==> src/rtl/apb_master_slave_pair_if.sv <==
// Bus bundle for apb_master_slave_pair: requester inputs plus the APB-side
// outputs the block drives back to the requester.
`timescale 1ns/1ps

interface apb_master_slave_pair_if #(
    parameter int ADDR_W = 32,
    parameter int DATA_W = 32
);
    logic              PSEL;
    logic              transfer;
    logic              PWRITE;
    logic [ADDR_W-1:0] PADDR;
    logic [DATA_W-1:0] PDATA;
    logic              PENABLE;
    logic [ADDR_W-1:0] PRWADDR;
    logic [DATA_W-1:0] PRWDATA;
    logic [DATA_W-1:0] PRDATA1;
    logic              PREADY;

    // Requester side: issues requests and observes bus activity.
    modport master (
        output PSEL, transfer, PWRITE, PADDR, PDATA,
        input  PENABLE, PRWADDR, PRWDATA, PRDATA1, PREADY
    );

    // Block side: the master FSM and register-file slave behind it.
    modport slave (
        input  PSEL, transfer, PWRITE, PADDR, PDATA,
        output PENABLE, PRWADDR, PRWDATA, PRDATA1, PREADY
    );
endinterface

==> src/rtl/apb_master_slave_pair.sv <==
// APB master FSM wired to a register-file slave with a fixed number of wait
// states; the master turns simple requests into SETUP/ACCESS phases.
`timescale 1ns/1ps

module apb_master_slave_pair #(
    parameter int DATA_W      = 32,
    parameter int ADDR_W      = 32,
    parameter int DEPTH       = 16,
    parameter int WAIT_STATES = 0
) (
    input  logic                  PCLK,
    input  logic                  PRESET,
    apb_master_slave_pair_if.slave bus
);
    localparam int IDX_W = $clog2(DEPTH);
    localparam int CNT_W = (WAIT_STATES > 0) ? $clog2(WAIT_STATES + 1) : 1;

    typedef enum logic [1:0] {
        IDLE   = 2'd0,
        SETUP  = 2'd1,
        ACCESS = 2'd2
    } state_t;

    state_t            state;
    logic [ADDR_W-1:0] rw_addr;
    logic [DATA_W-1:0] rw_data;
    logic [DATA_W-1:0] rd_data;
    logic [CNT_W-1:0]  wait_cnt;
    logic [DATA_W-1:0] mem [DEPTH];

    logic             request;
    logic             enable;
    logic             ready;
    logic [IDX_W-1:0] word_idx;
    logic             addr_unused;

    assign request  = bus.PSEL & bus.transfer;
    // Decoded straight from the state register so PENABLE cannot glitch.
    assign enable   = (state == ACCESS);
    assign ready    = bus.PSEL & enable & (wait_cnt == CNT_W'(WAIT_STATES));
    assign word_idx = rw_addr[IDX_W+1:2];

    // Byte lane and high address bits are deliberately ignored (wrap modulo DEPTH*4).
    assign addr_unused = ^{rw_addr[ADDR_W-1:IDX_W+2], rw_addr[1:0]};

    assign bus.PENABLE = enable;
    assign bus.PREADY  = ready;
    assign bus.PRWADDR = rw_addr;
    assign bus.PRWDATA = rw_data;
    assign bus.PRDATA1 = rd_data;

    // Master FSM: address/data registers load only when a new SETUP begins.
    always_ff @(posedge PCLK) begin
        if (PRESET) begin
            state   <= IDLE;
            rw_addr <= '0;
            rw_data <= '0;
        end else begin
            case (state)
                IDLE: begin
                    if (request) begin
                        state   <= SETUP;
                        rw_addr <= bus.PADDR;
                        rw_data <= bus.PDATA;
                    end
                end
                SETUP: begin
                    state <= bus.PSEL ? ACCESS : IDLE;
                end
                ACCESS: begin
                    if (!bus.PSEL) begin
                        state <= IDLE;
                    end else if (ready) begin
                        if (request) begin
                            state   <= SETUP;
                            rw_addr <= bus.PADDR;
                            rw_data <= bus.PDATA;
                        end else begin
                            state <= IDLE;
                        end
                    end
                end
                default: state <= IDLE;
            endcase
        end
    end

    // Wait counter: counts stalled ACCESS cycles, clears on completion or idle.
    always_ff @(posedge PCLK) begin
        if (PRESET) begin
            wait_cnt <= '0;
        end else if (bus.PSEL && enable && !ready) begin
            wait_cnt <= wait_cnt + CNT_W'(1);
        end else begin
            wait_cnt <= '0;
        end
    end

    // Slave register file.
    // NOTE: the memory is cleared on reset because unwritten words must read
    // back as zero; that forces flops rather than a RAM macro for this array.
    always_ff @(posedge PCLK) begin
        if (PRESET) begin
            for (int i = 0; i < DEPTH; i++) begin
                mem[i] <= '0;
            end
            rd_data <= '0;
        end else if (ready) begin
            if (bus.PWRITE) begin
                mem[word_idx] <= rw_data;
            end else begin
                rd_data <= mem[word_idx];
            end
        end
    end
endmodule

==> src/flat_wrapper.sv <==
// flat-port wrapper written by rule: the top's interface ports become plain ports
module apb_master_slave_pair_flat 
#(
    parameter int DATA_W      = 32,
    parameter int ADDR_W      = 32,
    parameter int DEPTH       = 16,
    parameter int WAIT_STATES = 0
)
  (PCLK, PRESET, bus_PSEL, bus_transfer, bus_PWRITE, bus_PADDR, bus_PDATA, bus_PENABLE, bus_PRWADDR, bus_PRWDATA, bus_PRDATA1, bus_PREADY);
  apb_master_slave_pair_if #(.ADDR_W(ADDR_W), .DATA_W(DATA_W)) bus_i ();
  input  logic PCLK;
  input  logic PRESET;
  input wire logic [$bits(bus_i.PSEL)-1:0] bus_PSEL;
  input wire logic [$bits(bus_i.transfer)-1:0] bus_transfer;
  input wire logic [$bits(bus_i.PWRITE)-1:0] bus_PWRITE;
  input wire logic [$bits(bus_i.PADDR)-1:0] bus_PADDR;
  input wire logic [$bits(bus_i.PDATA)-1:0] bus_PDATA;
  output wire logic [$bits(bus_i.PENABLE)-1:0] bus_PENABLE;
  output wire logic [$bits(bus_i.PRWADDR)-1:0] bus_PRWADDR;
  output wire logic [$bits(bus_i.PRWDATA)-1:0] bus_PRWDATA;
  output wire logic [$bits(bus_i.PRDATA1)-1:0] bus_PRDATA1;
  output wire logic [$bits(bus_i.PREADY)-1:0] bus_PREADY;
  assign bus_i.PSEL = bus_PSEL;
  assign bus_i.transfer = bus_transfer;
  assign bus_i.PWRITE = bus_PWRITE;
  assign bus_i.PADDR = bus_PADDR;
  assign bus_i.PDATA = bus_PDATA;
  assign bus_PENABLE = bus_i.PENABLE;
  assign bus_PRWADDR = bus_i.PRWADDR;
  assign bus_PRWDATA = bus_i.PRWDATA;
  assign bus_PRDATA1 = bus_i.PRDATA1;
  assign bus_PREADY = bus_i.PREADY;
  apb_master_slave_pair #(.DATA_W(DATA_W), .ADDR_W(ADDR_W), .DEPTH(DEPTH), .WAIT_STATES(WAIT_STATES)) u_core (.PCLK(PCLK), .PRESET(PRESET), .bus(bus_i));
endmodule
==> config.mk <==
export PLATFORM = sky130hd
export DESIGN_NAME = apb_master_slave_pair_flat
export DESIGN_NICKNAME = d
export VERILOG_FILES = /design/src/rtl/apb_master_slave_pair_if.sv /design/src/rtl/apb_master_slave_pair.sv /design/src/flat_wrapper.sv
export SDC_FILE = /design/constraint.sdc
export NUM_CORES = 1
export LEC_CHECK = 0
export ABC_AREA = 1
export BUFFER_PORTS_ARGS = -buffer_cell sky130_fd_sc_hd__buf_2
export CAP_MARGIN = 20
export CORE_UTILIZATION = 61
export DETAILED_ROUTE_END_ITERATION = 16
export PLACE_DENSITY_LB_ADDON = 0.25
export SLEW_MARGIN = 25
export SYNTH_ARGS = -nofsm -noshare
export SYNTH_HDL_FRONTEND = slang
export SYNTH_SLANG_ARGS = --single-unit
==> constraint.sdc <==
create_clock -name PCLK -period 2.9 [get_ports PCLK]
set_input_delay 0.435 -clock PCLK [delete_from_list [all_inputs] [get_ports PCLK]]
set_output_delay 0.435 -clock PCLK [all_outputs]
set_load 0.1 [all_outputs]
==> results of run 1 <==
## cell families (layout without fill, tap and decap cells)
group,Yosys count,after routing,share of synthesized area (%)
other cells,1,1,0.0139
flops,611,611,64.5
buf+inv,276,432,4.78
simple gates,1908,1908,27.7
compound gates,162,162,3.01
## metal layers
| metal | GRT usage [%] | vias up | wire length (um) |
|---|---|---|---|
| li1 | - | 9665 | - |
| met1 | 42.2 | 9913 | 26700 |
| met2 | 55.7 | 1333 | 36000 |
| met3 | 5.95 | 220 | 8110 |
| met4 | 16.8 | 0 | 3720 |
| met5 | 0 | - | 0 |
## power breakdown
group / internal (mW) / switching, mW
registers: 9.85 / 0.188
clock network: 4.71 / 3.31
logic: 0.618 / 2.76
total: 15.2 / 6.26
## how the worst max path moves through the flow
stage / from / end / slack (ns) / depth (start not counted)
6_report: u_core.bus.PRWADDR[3]$_SDFFE_PP0P_ / bus_PRWADDR[3] / 0.40 / 2
5_1_grt: u_core.bus.PRWADDR[3]$_SDFFE_PP0P_ / bus_PRWADDR[3] / 0.37 / 2
4_1_cts: u_core.bus.PRWADDR[3]$_SDFFE_PP0P_ / bus_PRWADDR[3] / 0.40 / 2
3_5_place_dp: PRESET / u_core.mem[6][3]$_SDFFCE_PN0P_ / 0.45 / 8
3_3_place_gp: PRESET / u_core.mem[6][6]$_SDFFCE_PN0P_ / 0.47 / 8
2_1_floorplan: u_core.state[1]$_SDFFE_PP0P_ / u_core.mem[3][0]$_SDFFCE_PN0P_ / 0.02 / 8
## registers in the layout (all words and copies together), names as in the netlist
name,count
u_core.mem,512
u_core.bus.PRDATA1,32
u_core.bus.PRWADDR,32
u_core.bus.PRWDATA,32
u_core.state,2
u_core.wait_cnt,1
## stage by stage
| step | utilization [%] | hold WS (ns) | worst slack, ns | power [mW] | instances |
|---|---|---|---|---|---|
| floorplan | - | 0.476 | 0.0215 | 12.6 | 2958 |
| CTS | 69.9 | 0.0729 | 0.396 | 21.4 | 3699 |
| finish | 69.9 | 0.0878 | 0.398 | 21.4 | 3699 |
| detailed placement | 65.2 | 0.434 | 0.445 | 13.5 | 3586 |
| global route | 69.9 | 0.0985 | 0.366 | 22.0 | 3699 |
| global placement | 65.2 | 0.430 | 0.468 | 13.5 | 3586 |
## repair_timing
item                      4_1_cts  5_1_grt
hold endpoints to repair        2        0
resized for setup               0        0
hold buffers                    1        0
## cell type report
| class | count | area [sq um] | area share, % |
|---|---|---|---|
| timing repair buffer | 249 | 1510 | 4.99 |
| clock inverter | 24 | 241 | 0.798 |
| multi-input combinational | 2071 | 8320 | 27.5 |
| inverter | 71 | 275 | 0.910 |
| tap | 585 | 732 | 2.42 |
| clock buffer | 88 | 1800 | 5.95 |
| sequential | 611 | 17400 | 57.4 |
## layout by cell type, fill, tap and decap left out, drive strengths merged
| cell | instances |
|---|---|
| clkbuf | 88 |
| dfxtp | 99 |
| nor2 | 584 |
| clkinvlp | 2 |
| a21oi | 66 |
| edfxtp | 512 |
| clkinv | 51 |
| inv | 37 |
| nand3b | 1 |
| dlygate4sd3 | 1 |
| bufinv | 5 |
| buf | 248 |
| conb | 1 |
| o21ai | 96 |
| nor4 | 1 |
| nand2 | 1243 |
| nand3 | 79 |
## tightest hold or removal path, delay by kind of cell
family          cells  cell delay (ns)
buf+inv             1             0.07
compound gates      2             0.18
==> impl_metrics.csv, run 1 <==
group,metric,value,unit
route,drt_iter0_markers,2682,
cells_and_area,nets,3133,
yosys,synthArstFlopShare,0,%
setup_path,start_kind,"flop",
yosys,ys_top_cells_by_area,"edfxtp_1 (57%), nand2_1 (17%), nor2_1 (8.1%)",
outcome,status,"completed",
clock_network,cts_buffers,60,
yosys,synthesis.nets,3027,
yosys,synth_ff_type,"edfxtp_1",
route,viasPerCell,5.71,
sta,setup-tns-final,0,ns
placement,post-dp-hpwl,44700,um
power,leakagePower,12.7,nW
setup_path,crit_chain,"buf_4, buf_2",
cells_and_area,fin_area,30200,sq um
yosys,synth_top_cells_by_count,"nand2_1 (1,243), nor2_1 (578), edfxtp_1 (512)",
placement,place_area,28200,sq um
sta,fin_crit_sh,86.3,%
sta,fmax,400,MHz
route,wl_per_cell,20.1,um
route,antenna_left,0,
clock_network,clk_pin_slew,0.06,ns
setup_path,reg2reg_to,"u_core.mem[6][3]$_SDFFCE_PN0P_",
floorplan,fp.dieW,212,um
yosys,synth_edf_count,512,
route,routed_wl,74500,um
floorplan,row_count,76,
sta,skew,0.0213,ns
floorplan,ios,167,
yosys,netlist_area,26900,sq um
setup_path,cp_top_family,"buffers and inverters",
hold_path,min-delay-start,"bus_PADDR[1]",
floorplan,coreArea,43300,sq um
yosys,synth_warnings,0,
setup_path,slowest_delay,0.61,ns
route,drc,0,
global_routing,overflow,0,
setup_path,cp_data_required_time,2.47,ns
setup_path,critPathKind,"flop to output port",
clock_network,cts.sinks,611,
yosys,synth_top_area_share,57.2,%
flow_run,max-cap-violations,0,
setup_path,arrival,2.07,ns
sta,relSlewSlack,36.3,%
yosys,avgSynthCellArea,9.09,sq um
global_routing,grt_pass1_wl,113000,um
floorplan,fp.dieArea,44900,sq um
sta,final-max-slew-violation-count,0,
cells_and_area,fillers,3196,
setup_path,reg2reg_depth,8,
yosys,syn_inst,2958,
global_routing,track_usage,33.4,%
global_routing,grt_antenna_before_repair,0,
floorplan,start_util,62.2,%
yosys,yosys_register_bits,611,
setup_path,worst_setup_path_end_kind,"output port",
sta,worst_pin_slew,0.955,ns
hold_path,whs_endpoint,"u_core.bus.PRWADDR[1]$_SDFFE_PP0P_",
power,ir_drop,0.584,mV
setup_path,r2r_start,"u_core.state[1]$_SDFFE_PP0P_",
yosys,synth_top_area_cell,"edfxtp_1",
hold_path,holdCritPathClass,"input pin to flop",
setup_path,path_buf_inv,2,
yosys,yosysMostFrequentCell,"nand2_1",
hold_path,holdPathStages,3,
floorplan,die_h,212,um
setup_path,cp_max_fo,22,
sta,post-route-min-period,2.50,ns
cells_and_area,n_antenna_cell,0,
setup_path,ff2ff_setup_slack,0.47,ns
yosys,yosysSeqAreaShare,64.5,%
route,vias,21131,
sta,rsz0062_at_grt,"false",
clock_network,post-cts-setup-buffer-count,0,
clock_network,cts_tree,"built",
setup_path,crit_slowest_cell,"dfxtp_4",
clock_network,clockBufferDepth,3,
placement,numPortBuffers,166,
route,first_pass_iters,8,
global_routing,grt_max_degree,113,
yosys,synthDistinctLibCells,22,
placement,globalplace.congestion,0.958,
sta,finalHoldViolCount,0,
global_routing,first_global_vias,20483,
cells_and_area,drive_gt1_share,12.2,%
clock_network,root_buffer,"clkbuf_16",
clock_network,worstSkewPairLatency,0.63,ns
power,pwr_density_cell,709,nW/um^2
cells_and_area,syn2layout_area_growth,12.4,%
sta,setup_violations,0,
clock_network,cts_max_level,2,
Note: power is estimated with default switching activity, not from simulation.
==> inputs of run 2 (changes only) <==
--- a/config.mk
+++ b/config.mk
@@ -10,6 +10,7 @@
 export CAP_MARGIN = 20
 export CORE_UTILIZATION = 61
 export DETAILED_ROUTE_END_ITERATION = 16
+export MAX_ROUTING_LAYER = met4
 export PLACE_DENSITY_LB_ADDON = 0.25
 export SLEW_MARGIN = 25
 export SYNTH_ARGS = -nofsm -noshare
==> run 2 against run 1 <==
  * Critical path depth unchanged
  * Flip-flop and latch count unchanged
  * Design area down 0.38%
  * Sequential share of layout area is 0.22 points higher
  * First-iteration DRC count fell by 12%
  * Global-route usage increased by 0.52 points
  * Via count fell by 0.87%
  * Clock-buffer cell count down 1
==> impl_metrics.csv, run 2 (synthesis gave the netlist of run 1 again) <==
group,metric,value,unit
power,finalPower,21.0,mW
cells_and_area,finalNonFillerCells,3696,
setup_path,worst_setup_path_end_kind,"output port",
global_routing,track_usage,34.0,%
setup_path,cp_top_family,"buffers and inverters",
sta,final-max-slew-violation-count,0,
sta,rsz0062_at_grt,"false",
clock_network,cts.sinks,611,
setup_path,cp_data_required_time,2.47,ns
route,wl_per_cell,19.8,um
sta,worst_pin_slew,0.882,ns
floorplan,coreArea,43300,sq um
placement,globalplace.congestion,0.912,
setup_path,start_kind,"flop",
global_routing,grt_util_met2,54.9,%
global_routing,use_met3,5.94,%
sta,post-route-min-period,2.46,ns
power,leakagePower,12.6,nW
floorplan,row_count,76,
clock_network,post-cts-setup-buffer-count,0,
power,ir_drop,0.507,mV
route,drt_iter0_markers,2350,
placement,place_area,28200,sq um
clock_network,clk_pin_slew,0.06,ns
global_routing,first_global_vias,20472,
global_routing,busiest_layer,"met2",
route,viasPerCell,5.67,
cells_and_area,regMostFlops,"u_core.mem",
setup_path,arrival,2.03,ns
cells_and_area,drive_gt1_share,11.9,%
sta,fmax,406,MHz
cells_and_area,largest_reg_flops,512,
sta,setup_violations,0,
cells_and_area,final_core_util,69.6,%
floorplan,ios,167,
power,pwr_density_cell,698,nW/um^2
sta,relSlewSlack,41.2,%
clock_network,cts_buffers,59,
route,drc,0,
global_routing,overflow,0,
clock_network,cts_max_level,2,
setup_path,path_buf_inv,2,
placement,numPortBuffers,166,
outcome,status,"completed",
route,routed_wl,73200,um
floorplan,die_h,212,um
route,first_pass_iters,9,
floorplan,fp.dieArea,44900,sq um
placement,post-dp-hpwl,44700,um
cells_and_area,nets,3129,
flow_run,max-cap-violations,0,
cells_and_area,mostFrequentLayoutCell,"nand2_1",
floorplan,fp.dieW,212,um
cells_and_area,fin_area,30100,sq um
route,vias,20948,
cells_and_area,syn2layout_area_growth,12.0,%
sta,whs,0.0867,ns
sta,skew,0.0257,ns
setup_path,critPathKind,"flop to output port",
sta,fin_crit_sh,84.9,%
clock_network,clockBufferDepth,3,
setup_path,cp_max_fo,32,
placement,detailedPlace.worstSlack,0.560,ns
floorplan,start_util,62.2,%
placement,dp_cells,3583,
setup_path,slowest_delay,0.52,ns
global_routing,grt_pass1_wl,111000,um
global_routing,grt_max_degree,159,
global_routing,gr-usage-met1,41.4,%
sta,setup-tns-final,0,ns
cells_and_area,n_antenna_cell,0,
clock_network,cts_tree,"built",
cells_and_area,mostFrequentLayoutCells,"nand2_1 (1,232), nor2_1 (578), edfxtp_1 (512), buf_2 (166), dfxtp_1 (95)",
clock_network,ctsResizeCount,0,
clock_network,root_buffer,"clkbuf_16",
hold_path,holdCritPathClass,"input pin to flop",
sta,layout_setup_ws,0.437,ns
setup_path,crit_slowest_cell,"buf_2",
setup_path,ff2ff_setup_slack,0.62,ns
route,antenna_left,0,
setup_path,crit_chain,"buf_4, buf_2",
clock_network,worstSkewPairLatency,0.63,ns
global_routing,grt_antenna_before_repair,0,
sta,finalHoldViolCount,0,
## run 2: timing repair
item | in CTS | in global routing
hold buffers | 1 | 0
endpoints found under the setup margin | 0 | 0
endpoints found under the hold margin | 1 | 0
## run 2: layout make-up
class	count	area, sq um
Clock buffer	87	1720
Clock inverter	25	206
Fill cell	3200	13100
Inverter	71	275
Multi-Input combinational cell	2071	8320
Sequential cell	611	17400
Tap cell	585	732
Timing Repair Buffer	246	1510
## run 2: final timing paths
path                                              end                           startpoint  depth (start not counted)
setup / recovery                       bus_PRWADDR[3]   u_core.bus.PRWADDR[3]$_SDFFE_PP0P_                          2
hold reg to reg   u_core.bus.PRWADDR[31]$_SDFFE_PP0P_  u_core.bus.PRWADDR[31]$_SDFFE_PP0P_                          2
hold / removal    u_core.bus.PRWDATA[24]$_SDFFE_PP0P_                        bus_PDATA[24]                          3
setup reg to reg       u_core.mem[6][0]$_SDFFCE_PN0P_   u_core.bus.PRWADDR[2]$_SDFFE_PP0P_                          7
## run 2: power by group
| part | switching (mW) | internal, mW |
|---|---|---|
| combinational | 2.76 | 0.618 |
| clock | 3.27 | 4.36 |
| sequential | 0.165 | 9.85 |
| total | 6.19 | 14.8 |
## run 2: per-layer routing
layer / vias up / wire [um]
met5: - / 0
met4: 0 / 3430
met3: 207 / 7330
met2: 1219 / 35600
met1: 9859 / 26800
li1: 9663 / -
## run 2: worst min-delay path, stage by stage
cell,delay [ns]
buf_2,0.07
o21ai_0,0.07
a21oi_1,0.10
==> inputs of run 3 (changes only) <==
==> constraint.sdc (replaced) <==
create_clock -name PCLK -period 2.3 [get_ports PCLK]
set_input_delay 0.345 -clock PCLK [delete_from_list [all_inputs] [get_ports PCLK]]
set_output_delay 0.345 -clock PCLK [all_outputs]
set_load 0.1 [all_outputs]
==> run 3 against run 2 <==
  * Sequential share of layout area is 0.84 points lower
  * Combinational power is 27% higher
  * Register-to-register slack worse by 0.38 ns
  * Final cell count stayed put
  * First-iteration DRC count is 2.0% higher
  * Design area is 1.5% higher
  * Utilization is 1.0 points higher
  * Routed wire length is 5.0% lower
  * Critical path depth stayed put
  * Clock power is 34% higher
  * Via count is 1.4% lower
  * Largest power group unchanged
==> impl_metrics.csv, run 3 (synthesis gave the netlist of run 1 again) <==
group,metric,value,unit
outcome,status,"completed",
power,pwr_density_cell,886,nW/um^2
hold_path,min-delay-start,"bus_PDATA[10]",
sta,fmax,447,MHz
floorplan,coreArea,43300,sq um
floorplan,fp.dieW,212,um
placement,numPortBuffers,166,
placement,globalplace.congestion,0.969,
setup_path,r2r_start,"u_core.bus.PRWADDR[2]$_SDFFE_PP0P_",
power,p_sw_share,28.9,%
clock_network,cts.sinks,611,
power,leakagePower,12.7,nW
clock_network,cts_tree,"built",
clock_network,root_buffer,"clkbuf_16",
clock_network,worstSkewPairLatency,0.62,ns
route,drt_iter0_markers,2396,
power,p_clk_share,37.6,%
cells_and_area,syn2layout_area_growth,13.7,%
cells_and_area,regMostFlops,"u_core.mem",
clock_network,clk_pin_slew,0.06,ns
global_routing,grt_antenna_before_repair,0,
clock_network,cts_buffers,61,
sta,finalHoldViolCount,0,
flow_run,max-cap-violations,0,
sta,rsz0062_at_grt,"false",
floorplan,ios,167,
global_routing,overflow,0,
cells_and_area,seq_area,17400,sq um
setup_path,start_kind,"flop",
sta,setup_violations,0,
floorplan,row_count,76,
sta,post-route-min-period,2.24,ns
cells_and_area,drive_gt1_share,11.4,%
sta,fin_crit_sh,97.3,%
power,switching_power,7.83,mW
setup_path,startpoint,"u_core.bus.PRWADDR[2]$_SDFFE_PP0P_",
cells_and_area,final_core_util,70.7,%
sta,skew,0.0189,ns
global_routing,grt_pass1_wl,107000,um
setup_path,worst_setup_path_end_kind,"output port",
setup_path,cp_max_fo,55,
route,antenna_left,0,
cells_and_area,multi_input_area,8530,sq um
global_routing,grt_max_degree,113,
setup_path,reg2reg_depth,7,
placement,dp_cells,3561,
route,routed_wl,69500,um
cells_and_area,mostFrequentLayoutCell,"nand2_1",
cells_and_area,mostFrequentLayoutCells,"nand2_1 (1,227), nor2_1 (578), edfxtp_1 (512), buf_2 (165), dfxtp_1 (95)",
global_routing,track_usage,32.2,%
power,p_int,19.3,mW
floorplan,start_util,62.2,%
cells_and_area,fillers,3194,
setup_path,critPathKind,"flop to output port",
route,viasPerCell,5.59,
floorplan,fp.dieArea,44900,sq um
clock_network,cts_max_level,2,
cells_and_area,nets,3130,
cells_and_area,n_antenna_cell,0,
route,wl_per_cell,18.8,um
global_routing,first_global_vias,20079,
sta,setup-tns-final,0,ns
setup_path,cp_data_required_time,1.96,ns
route,drc,0,
placement,post-dp-hpwl,42400,um
setup_path,arrival,1.89,ns
hold_path,holdCritPathClass,"input pin to flop",
clock_network,clockBufferDepth,3,
power,ir_drop,0.760,mV
sta,worst_pin_slew,0.827,ns
sta,final-max-slew-violation-count,0,
sta,relSlewSlack,44.5,%
cells_and_area,largest_reg_flops,512,
power,seqPwrFrac,46.5,%
hold_path,holdPathStages,3,
route,first_pass_iters,5,
power,comb_power_share,15.8,%
cells_and_area,finalNonFillerCells,3696,
route,vias,20646,
floorplan,die_h,212,um
-- run 3: cell count changes in the layout (fill, tap and decap cells not counted), sizes merged --
cell         previous run  this run
buf                   245       223
dlygate4sd3             1        22
bufinv                  3         7
clkinv                 55        52
clkbuf                 87        86
inv                    38        39
-- run 3: final cells by class --
type | count | share of cell area [%]
timing repair buffer | 245 | 5.31
inverter | 71 | 0.913
clock inverter | 27 | 0.986
sequential | 611 | 56.8
multi-input combinational | 2071 | 27.9
clock buffer | 86 | 5.70
tap | 585 | 2.39
-- run 3: worst max-delay path, stage by stage, from the launching register on --
cell	delay (ns)
dfxtp_4	0.46
buf_6	0.41
buf_4	0.38
-- run 3: metrics by stage --
stage               worst slack (ns)  area, sq um  total power [mW]  hold WS (ns)
floorplan                    -0.0179        27100              15.9         0.414
global placement               0.308        28300              17.0         0.430
detailed placement             0.296        28300              17.1         0.435
CTS                           0.0617        30600              27.1       0.00171
global route                  0.0127        30600              27.9        0.0205
finish                        0.0619        30600              27.1        0.0144
-- run 3: power by group through the flow --
stage / combinational [mW] / sequential (mW) / clock (mW)
6_report: 4.29 / 12.6 / 10.2
3_5_place_dp: 4.22 / 12.8 / 0
5_1_grt: 4.59 / 12.7 / 10.6
2_1_floorplan: 1.99 / 13.9 / 0
4_1_cts: 4.27 / 12.6 / 10.2
3_3_place_gp: 4.16 / 12.8 / 0
-- run 3: path summary, 6_finish.rpt --
check	slack, ns	to
max	0.06	bus_PRWADDR[2]
min	0.01	u_core.bus.PRWDATA[10]$_SDFFE_PP0P_
max reg2reg	0.24	u_core.mem[14][22]$_SDFFCE_PN0P_
min reg2reg	0.45	u_core.bus.PRWADDR[14]$_SDFFE_PP0P_
-- run 3: timing repair --
action	4_1_cts	5_1_grt
gates resized for setup	2	0
endpoints found under the setup margin	1	0
hold buffers	22	0
hold endpoints to repair	23	0
setup buffers	0	0
-- run 3: routing by layer --
| layer | up-vias | wire length, um | track usage, % |
|---|---|---|---|
| li1 | 9665 | - | - |
| met1 | 9833 | 26200 | 39.2 |
| met2 | 953 | 35200 | 53.9 |
| met3 | 195 | 4890 | 3.55 |
| met4 | 0 | 3270 | 15.9 |
| met5 | - | 0 | - |
